[src/rtl/dram_sipo_rd_ctrl_if.sv]
// Request/data bundle between the read-capture sequencer, the command scheduler,
// the SIPO and the read-return consumer.
interface dram_sipo_rd_ctrl_if #(
   parameter int WIDTH = 8,
   parameter int BL_W  = 4,
   parameter int CL_W  = 3
);
   logic             rd_start;
   logic [BL_W-1:0]  burst_len;
   logic [CL_W-1:0]  cas_lat;
   logic [WIDTH-1:0] sipo_data;
   logic             shift_en;
   logic             busy;
   logic [WIDTH-1:0] word_data;
   logic             word_valid;
   logic             word_ready;
   logic             overflow;
   logic             clr_ovf;
   logic             done;

   modport master (
      input  rd_start, burst_len, cas_lat, sipo_data, word_ready, clr_ovf,
      output shift_en, busy, word_data, word_valid, overflow, done
   );

   modport slave (
      output rd_start, burst_len, cas_lat, sipo_data, word_ready, clr_ovf,
      input  shift_en, busy, word_data, word_valid, overflow, done
   );
endinterface

[src/rtl/dram_sipo_rd_ctrl.sv]
// Read-capture sequencer: CAS wait, burst_len*WIDTH shift cycles, word capture 2 cycles
// after each word's last shift; a word arriving while the consumer stalls is dropped (overflow).
module dram_sipo_rd_ctrl #(
   parameter int WIDTH = 8,
   parameter int BL_W  = 4,
   parameter int CL_W  = 3
) (
   input logic                  clk,
   input logic                  rst_b,
   dram_sipo_rd_ctrl_if.master  bus
);

   localparam int BIT_W = (WIDTH > 1) ? $clog2(WIDTH) : 1;

   localparam logic [1:0] IDLE  = 2'd0;
   localparam logic [1:0] LAT   = 2'd1;
   localparam logic [1:0] SHIFT = 2'd2;
   localparam logic [1:0] DRAIN = 2'd3;

   logic [1:0]       r_state;
   logic [1:0]       w_nxt_state;
   logic [CL_W-1:0]  r_lat_cnt;
   logic [BIT_W-1:0] r_bit_cnt;
   logic [BL_W-1:0]  r_word_cnt;
   logic [BL_W-1:0]  r_burst;
   logic             r_cap;
   logic             r_shift_en;
   logic             r_busy;
   logic             r_done;
   logic [WIDTH-1:0] r_word_data;
   logic             r_word_valid;
   logic             r_overflow;
   logic             w_bit_last;
   logic             w_word_last;
   logic             w_drop;

   assign w_bit_last  = (r_bit_cnt == BIT_W'(WIDTH - 1));
   assign w_word_last = (r_word_cnt == (r_burst - BL_W'(1)));
   assign w_drop      = r_cap && r_word_valid && !bus.word_ready;

   always_comb begin
      w_nxt_state = r_state;
      case (r_state)
         IDLE:    if (bus.rd_start) w_nxt_state = (bus.cas_lat != '0) ? LAT : SHIFT;
         LAT:     if (r_lat_cnt == '0) w_nxt_state = SHIFT;
         SHIFT:   if (w_bit_last && w_word_last) w_nxt_state = DRAIN;
         default: w_nxt_state = IDLE;
      endcase
   end

   always_ff @(posedge clk or negedge rst_b) begin
      if (!rst_b) begin
         r_state    <= IDLE;
         r_lat_cnt  <= '0;
         r_bit_cnt  <= '0;
         r_word_cnt <= '0;
         r_burst    <= '0;
         r_cap      <= 1'b0;
         r_shift_en <= 1'b0;
         r_busy     <= 1'b0;
         r_done     <= 1'b0;
      end else begin
         r_state    <= w_nxt_state;
         // Outputs follow the next state so they line up with the state they describe.
         r_shift_en <= (w_nxt_state == SHIFT);
         r_busy     <= (w_nxt_state != IDLE);
         r_done     <= (r_state == DRAIN);
         r_cap      <= (r_state == SHIFT) && w_bit_last;
         case (r_state)
            IDLE: begin
               if (bus.rd_start) begin
                  r_burst    <= (bus.burst_len == '0) ? BL_W'(1) : bus.burst_len;
                  r_lat_cnt  <= bus.cas_lat - CL_W'(1);
                  r_bit_cnt  <= '0;
                  r_word_cnt <= '0;
               end
            end
            LAT: begin
               if (r_lat_cnt != '0) r_lat_cnt <= r_lat_cnt - CL_W'(1);
            end
            SHIFT: begin
               r_bit_cnt <= w_bit_last ? '0 : r_bit_cnt + BIT_W'(1);
               if (w_bit_last) r_word_cnt <= r_word_cnt + BL_W'(1);
            end
            default: ;
         endcase
      end
   end

   // Capture samples sipo_data in the cycle after a word's last shift, before the next shift lands.
   always_ff @(posedge clk or negedge rst_b) begin
      if (!rst_b) begin
         r_word_data  <= '0;
         r_word_valid <= 1'b0;
         r_overflow   <= 1'b0;
      end else begin
         if (r_cap && (!r_word_valid || bus.word_ready)) begin
            r_word_data  <= bus.sipo_data;
            r_word_valid <= 1'b1;
         end else if (r_word_valid && bus.word_ready) begin
            r_word_valid <= 1'b0;
         end
         if (w_drop)           r_overflow <= 1'b1;
         else if (bus.clr_ovf) r_overflow <= 1'b0;
      end
   end

   assign bus.shift_en   = r_shift_en;
   assign bus.busy       = r_busy;
   assign bus.done       = r_done;
   assign bus.word_data  = r_word_data;
   assign bus.word_valid = r_word_valid;
   assign bus.overflow   = r_overflow;

endmodule

[src/flat_wrapper.sv]
// flat-port wrapper written by rule: the top's interface ports become plain ports
module dram_sipo_rd_ctrl_flat 
#(
   parameter int WIDTH = 8,
   parameter int BL_W  = 4,
   parameter int CL_W  = 3
)
  (clk, rst_b, bus_rd_start, bus_burst_len, bus_cas_lat, bus_sipo_data, bus_word_ready, bus_clr_ovf, bus_shift_en, bus_busy, bus_word_data, bus_word_valid, bus_overflow, bus_done);
  dram_sipo_rd_ctrl_if #(.WIDTH(WIDTH), .BL_W(BL_W), .CL_W(CL_W)) bus_i ();
  input logic clk;
  input logic rst_b;
  input wire logic [$bits(bus_i.rd_start)-1:0] bus_rd_start;
  input wire logic [$bits(bus_i.burst_len)-1:0] bus_burst_len;
  input wire logic [$bits(bus_i.cas_lat)-1:0] bus_cas_lat;
  input wire logic [$bits(bus_i.sipo_data)-1:0] bus_sipo_data;
  input wire logic [$bits(bus_i.word_ready)-1:0] bus_word_ready;
  input wire logic [$bits(bus_i.clr_ovf)-1:0] bus_clr_ovf;
  output wire logic [$bits(bus_i.shift_en)-1:0] bus_shift_en;
  output wire logic [$bits(bus_i.busy)-1:0] bus_busy;
  output wire logic [$bits(bus_i.word_data)-1:0] bus_word_data;
  output wire logic [$bits(bus_i.word_valid)-1:0] bus_word_valid;
  output wire logic [$bits(bus_i.overflow)-1:0] bus_overflow;
  output wire logic [$bits(bus_i.done)-1:0] bus_done;
  assign bus_i.rd_start = bus_rd_start;
  assign bus_i.burst_len = bus_burst_len;
  assign bus_i.cas_lat = bus_cas_lat;
  assign bus_i.sipo_data = bus_sipo_data;
  assign bus_i.word_ready = bus_word_ready;
  assign bus_i.clr_ovf = bus_clr_ovf;
  assign bus_shift_en = bus_i.shift_en;
  assign bus_busy = bus_i.busy;
  assign bus_word_data = bus_i.word_data;
  assign bus_word_valid = bus_i.word_valid;
  assign bus_overflow = bus_i.overflow;
  assign bus_done = bus_i.done;
  dram_sipo_rd_ctrl #(.WIDTH(WIDTH), .BL_W(BL_W), .CL_W(CL_W)) u_core (.clk(clk), .rst_b(rst_b), .bus(bus_i));
endmodule
[config.mk]
export PLATFORM = sky130hd
export DESIGN_NAME = dram_sipo_rd_ctrl_flat
export DESIGN_NICKNAME = d
export VERILOG_FILES = /design/src/rtl/dram_sipo_rd_ctrl_if.sv /design/src/rtl/dram_sipo_rd_ctrl.sv /design/src/flat_wrapper.sv
export SDC_FILE = /design/constraint.sdc
export NUM_CORES = 1
export LEC_CHECK = 0
export ABC_AREA = 1
export ABC_CLOCK_PERIOD_IN_PS = 3400
export CELL_PAD_IN_SITES_DETAIL_PLACEMENT = 0
export CELL_PAD_IN_SITES_GLOBAL_PLACEMENT = 2
export CORE_MARGIN = 2
export CORE_UTILIZATION = 31
export DETAILED_ROUTE_END_ITERATION = 12
export GPL_TIMING_DRIVEN = 0
export PLACE_DENSITY = 0.85
export SYNTH_ARGS = -nofsm -noshare
export SYNTH_HDL_FRONTEND = slang
export SYNTH_SLANG_ARGS = --single-unit
export TNS_END_PERCENT = 20
[constraint.sdc]
create_clock -name clk -period 3.4 [get_ports clk]
set_input_delay 0.68 -clock clk [delete_from_list [all_inputs] [get_ports clk]]
set_output_delay 0.68 -clock clk [all_outputs]
set_load 0.1 [all_outputs]
==> impl_results.md <==
- Die area: between 0.005 and 0.006 sq mm
- Worst R2R End: u_core.r_lat_cnt[2]
- Req. time, crit path: 2.72 ns
- Worst-Skew Late Latency: 0.28 ns
- Critical Path Source Type: flop
- Fmax: 0.411 GHz
- Non-Filler Instances: 261
- Worst Setup Slack, final: just under 1 ns
- Reg-to-Reg Start: u_core.r_state[1]
- Simple-Gate Fraction of Synth Area: a little under a quarter
- Final Skew: just over 0.01 ns
- Placer congestion estimate: roughly 0.73
- # fillers: between 400 and 500
- Starting Density: around a third
- Slew Viols, Final: 0
- Die Span Y: slightly above 70 microns
- GR Overflow Total: 0
- Metal-1 WL: ~1300 microns
- RSZ-0062 raised after global routing: false
- Top Ports: 33
- Root buffer cell: clkbuf_8
- CP bufs+invs: 1
- Inserted Diodes: 0
- Final Hold Vio Count: 0
- Total CTS buffers: 5
- Compound-gate portion of the synthesized area: just over 6%
- Initial antenna violation count: 0
- Core Area: between 0.004 and 0.005 sq mm
- Worst Setup Path Type: reg -> out
- Post-route DRC: 0
- Syn avg cell area: 8.78 sq um
- Post-Syn Area: roughly 0.0015 sq mm
- HPWL after detailed placement: between 2000 and 2500 microns
- Share of layout cells above drive strength 1: 14.0%
- Adder-cell area share of the yosys netlist: between 4 and 5%
- Via Count: between 1000 and 1500
- Power Density: a little under 400 mW/mm^2
- Setup violations, final: 0
- Family with the most delay on the worst path: buffers and inverters
- Sink Count: 30
- Slew Limit Headroom: roughly a third
- Fin crit share: approximately 72%
- Ys Warns: 0
- Min Clock Period, post-route: about 2.4 ns
- CTS max path bufs: 2
- Detailed Route Iter0 Violations: 30
- First-pass GRT wire length: 4840 microns
- Worst r2r path cells: 6
- Crit path max-delay cell type: clkdlybuf4s50_1
- CP endpoint kind: primary output
- DIE WIDTH: roughly 73 microns
- Slew @ Worst Pin: 0.988 ns
- Max layer used: met4
- CTS tree: built
- Vias per cell: 4.45
- Drt pass-1 iters: 4
- Pre-CTS setup slack: ~1.0 ns
- Worst Hold Class: in -> async
- XOR/XNOR Fraction of Synth Area: less than 1%
- DR WL/cell: approximately 11 microns
- Largest family of logic cells by synthesized area: simple AND/OR/NAND/NOR gates
- DRT Wirelength: 2830 microns
- Clk slew on worst S/H paths: ~0.070 ns
- Syn Inst Count: roughly 170
- Critical Path Max Stage Delay: around 1.1 ns
- Met3 Wirelength: roughly 180 microns
- Met2 Routed Length: 1280 microns
- P_leak: between 0.9 and 1 nW
- Net count after synthesis: approximately 190
- Post-synthesis cell type count: 23
- CTS H-tree lvls: 2
- Max-cap violations: 0
- CTS resizes: 0
- Nets: 231
- Cells after DPL: 253
- Register area: roughly 750 sq um
- Post-cts hold buffer count: 0
- Data arrival, critical path: 1.75 ns
- Post-synthesis mux area share: 6.83%
- Buffers on Ports: 32
- Crit path max fanout: 2
- Register area share after synthesis: just over 50%
- Synth-to-Final Area Change: 32.6%
- Vias in the first global route: 1139
- Area of the multi-input gates: 606 sq um
- R2R Setup Slk: around 1.9 ns
- Max VDD drop: ~0.13 mV
- Rows: 25
- Design Power: about 750 uW
- Sum Neg Setup Slack: 0 ns
- GRT Overall Usage: approximately an eighth
- Routed Antenna Nets: 0
- FF+latch count, synth: 30
- Run status: completed
- Largest net degree at the start of global routing: 31
- Critical Path, Cell by Cell: clkdlybuf4s50_1
- Post-CTS Setup Repair Bufs: 0
synthesized netlist by cell type:
| cell type | n | area share, % |
|---|---|---|
| nand2_2 | 3 | 1.3 |
| a31oi_1 | 1 | 0.43 |
| nor2_1 | 9 | 2.3 |
| and3_1 | 1 | 0.43 |
| nor2_2 | 2 | 0.85 |
| o22ai_1 | 1 | 0.43 |
| inv_1 | 26 | 6.7 |
| inv_2 | 2 | 0.51 |
| nand3_1 | 9 | 3.1 |
| ha_1 | 5 | 4.3 |
| nor3_4 | 1 | 1.1 |
| o21ai_0 | 9 | 3.1 |
| xnor2_1 | 1 | 0.60 |
| buf_2 | 1 | 0.34 |
| nor2_4 | 1 | 0.77 |
| dfrtp_1 | 30 | 51 |
| mux2_2 | 8 | 6.1 |
| nand2_1 | 48 | 12 |
| o31ai_1 | 1 | 0.51 |
| a21oi_1 | 3 | 1.0 |
| o21ai_1 | 2 | 0.68 |
| nand3_2 | 2 | 1.4 |
| mux2i_1 | 1 | 0.68 |
cells by family (layout without fill, tap and decap cells):
group / after synthesis / in the layout
mux: 9 / 9
compound gates: 17 / 17
simple gates: 76 / 76
flops: 30 / 30
buf+inv: 29 / 69
fa+ha+maj: 5 / 5
xor+xnor: 1 / 1
through the flow:
step	cell area, sq um	hold slack, ns	util (%)
6_report	1940	0.425	42.0
5_1_grt	1940	0.491	42.0
4_1_cts	1950	0.488	42.1
3_5_place_dp	1850	0.474	40.1
3_3_place_gp	1850	0.461	40.1
2_1_floorplan	1470	0.384	-
layer usage:
| layer | track usage, % | vias up |
|---|---|---|
| li1 | - | 604 |
| met1 | 14.1 | 522 |
| met2 | 19.1 | 31 |
| met3 | 5.25 | 4 |
| met4 | 4.73 | 0 |
| met5 | 0 | - |
cells in the final DEF (no fill, tap or decap), drive strengths merged:
cell,synthesis,layout
o22ai,1,1
clkbuf,0,6
buf,1,2
inv,28,28
mux2,8,8
xnor2,1,1
nor2,12,12
nand3,11,11
and3,1,1
a21oi,3,3
o31ai,1,1
clkinv,0,1
dfrtp,30,30
clkinvlp,0,1
o21ai,11,11
nor3,1,1
mux2i,1,1
ha,5,5
nand2,51,51
clkdlybuf4s50,0,31
a31oi,1,1
layout make-up:
cell class                      instances  share of cell area (%)
Buffer                                  1                   0.257
Tap cell                               54                    3.47
Clock buffer                            6                    4.25
Inverter                               28                    5.41
Clock inverter                          2                   0.644
Timing Repair Buffer                   32                    16.2
Sequential cell                        30                    38.6
Multi-Input combinational cell        108                    31.1
registers in the layout, indices dropped and copies added (netlist names):
signal and count:
u_core.r_cap 1, u_core.bus.done 1, u_core.bus.shift_en 1, u_core.bus.word_data 8
u_core.r_bit_cnt 3, u_core.r_lat_cnt 3, u_core.bus.overflow 1, u_core.bus.busy 1
u_core.bus.word_valid 1, u_core.r_burst 4, u_core.r_word_cnt 4, u_core.r_state 2
power breakdown:
| group | switching, mW | internal, mW |
|---|---|---|
| Sequential | 0.00233 | 0.362 |
| Clock | 0.135 | 0.162 |
| Combinational | 0.0581 | 0.0333 |
worst max-delay path by stage:
stage | from | end | slack (ns) | depth (start not counted)
after global placement | rst_b | u_core.r_lat_cnt[1] | 1.14 | 1
after global routing | u_core.bus.word_valid | bus_word_valid | 0.92 | 1
after floorplan | u_core.bus.word_valid | u_core.bus.word_data[0] | 1.59 | 3
final | u_core.bus.word_valid | bus_word_valid | 0.97 | 1
after CTS | u_core.bus.word_valid | bus_word_valid | 0.95 | 1
after detailed placement | rst_b | u_core.r_lat_cnt[1] | 1.04 | 1
Power figures use the tool's default switching activity.
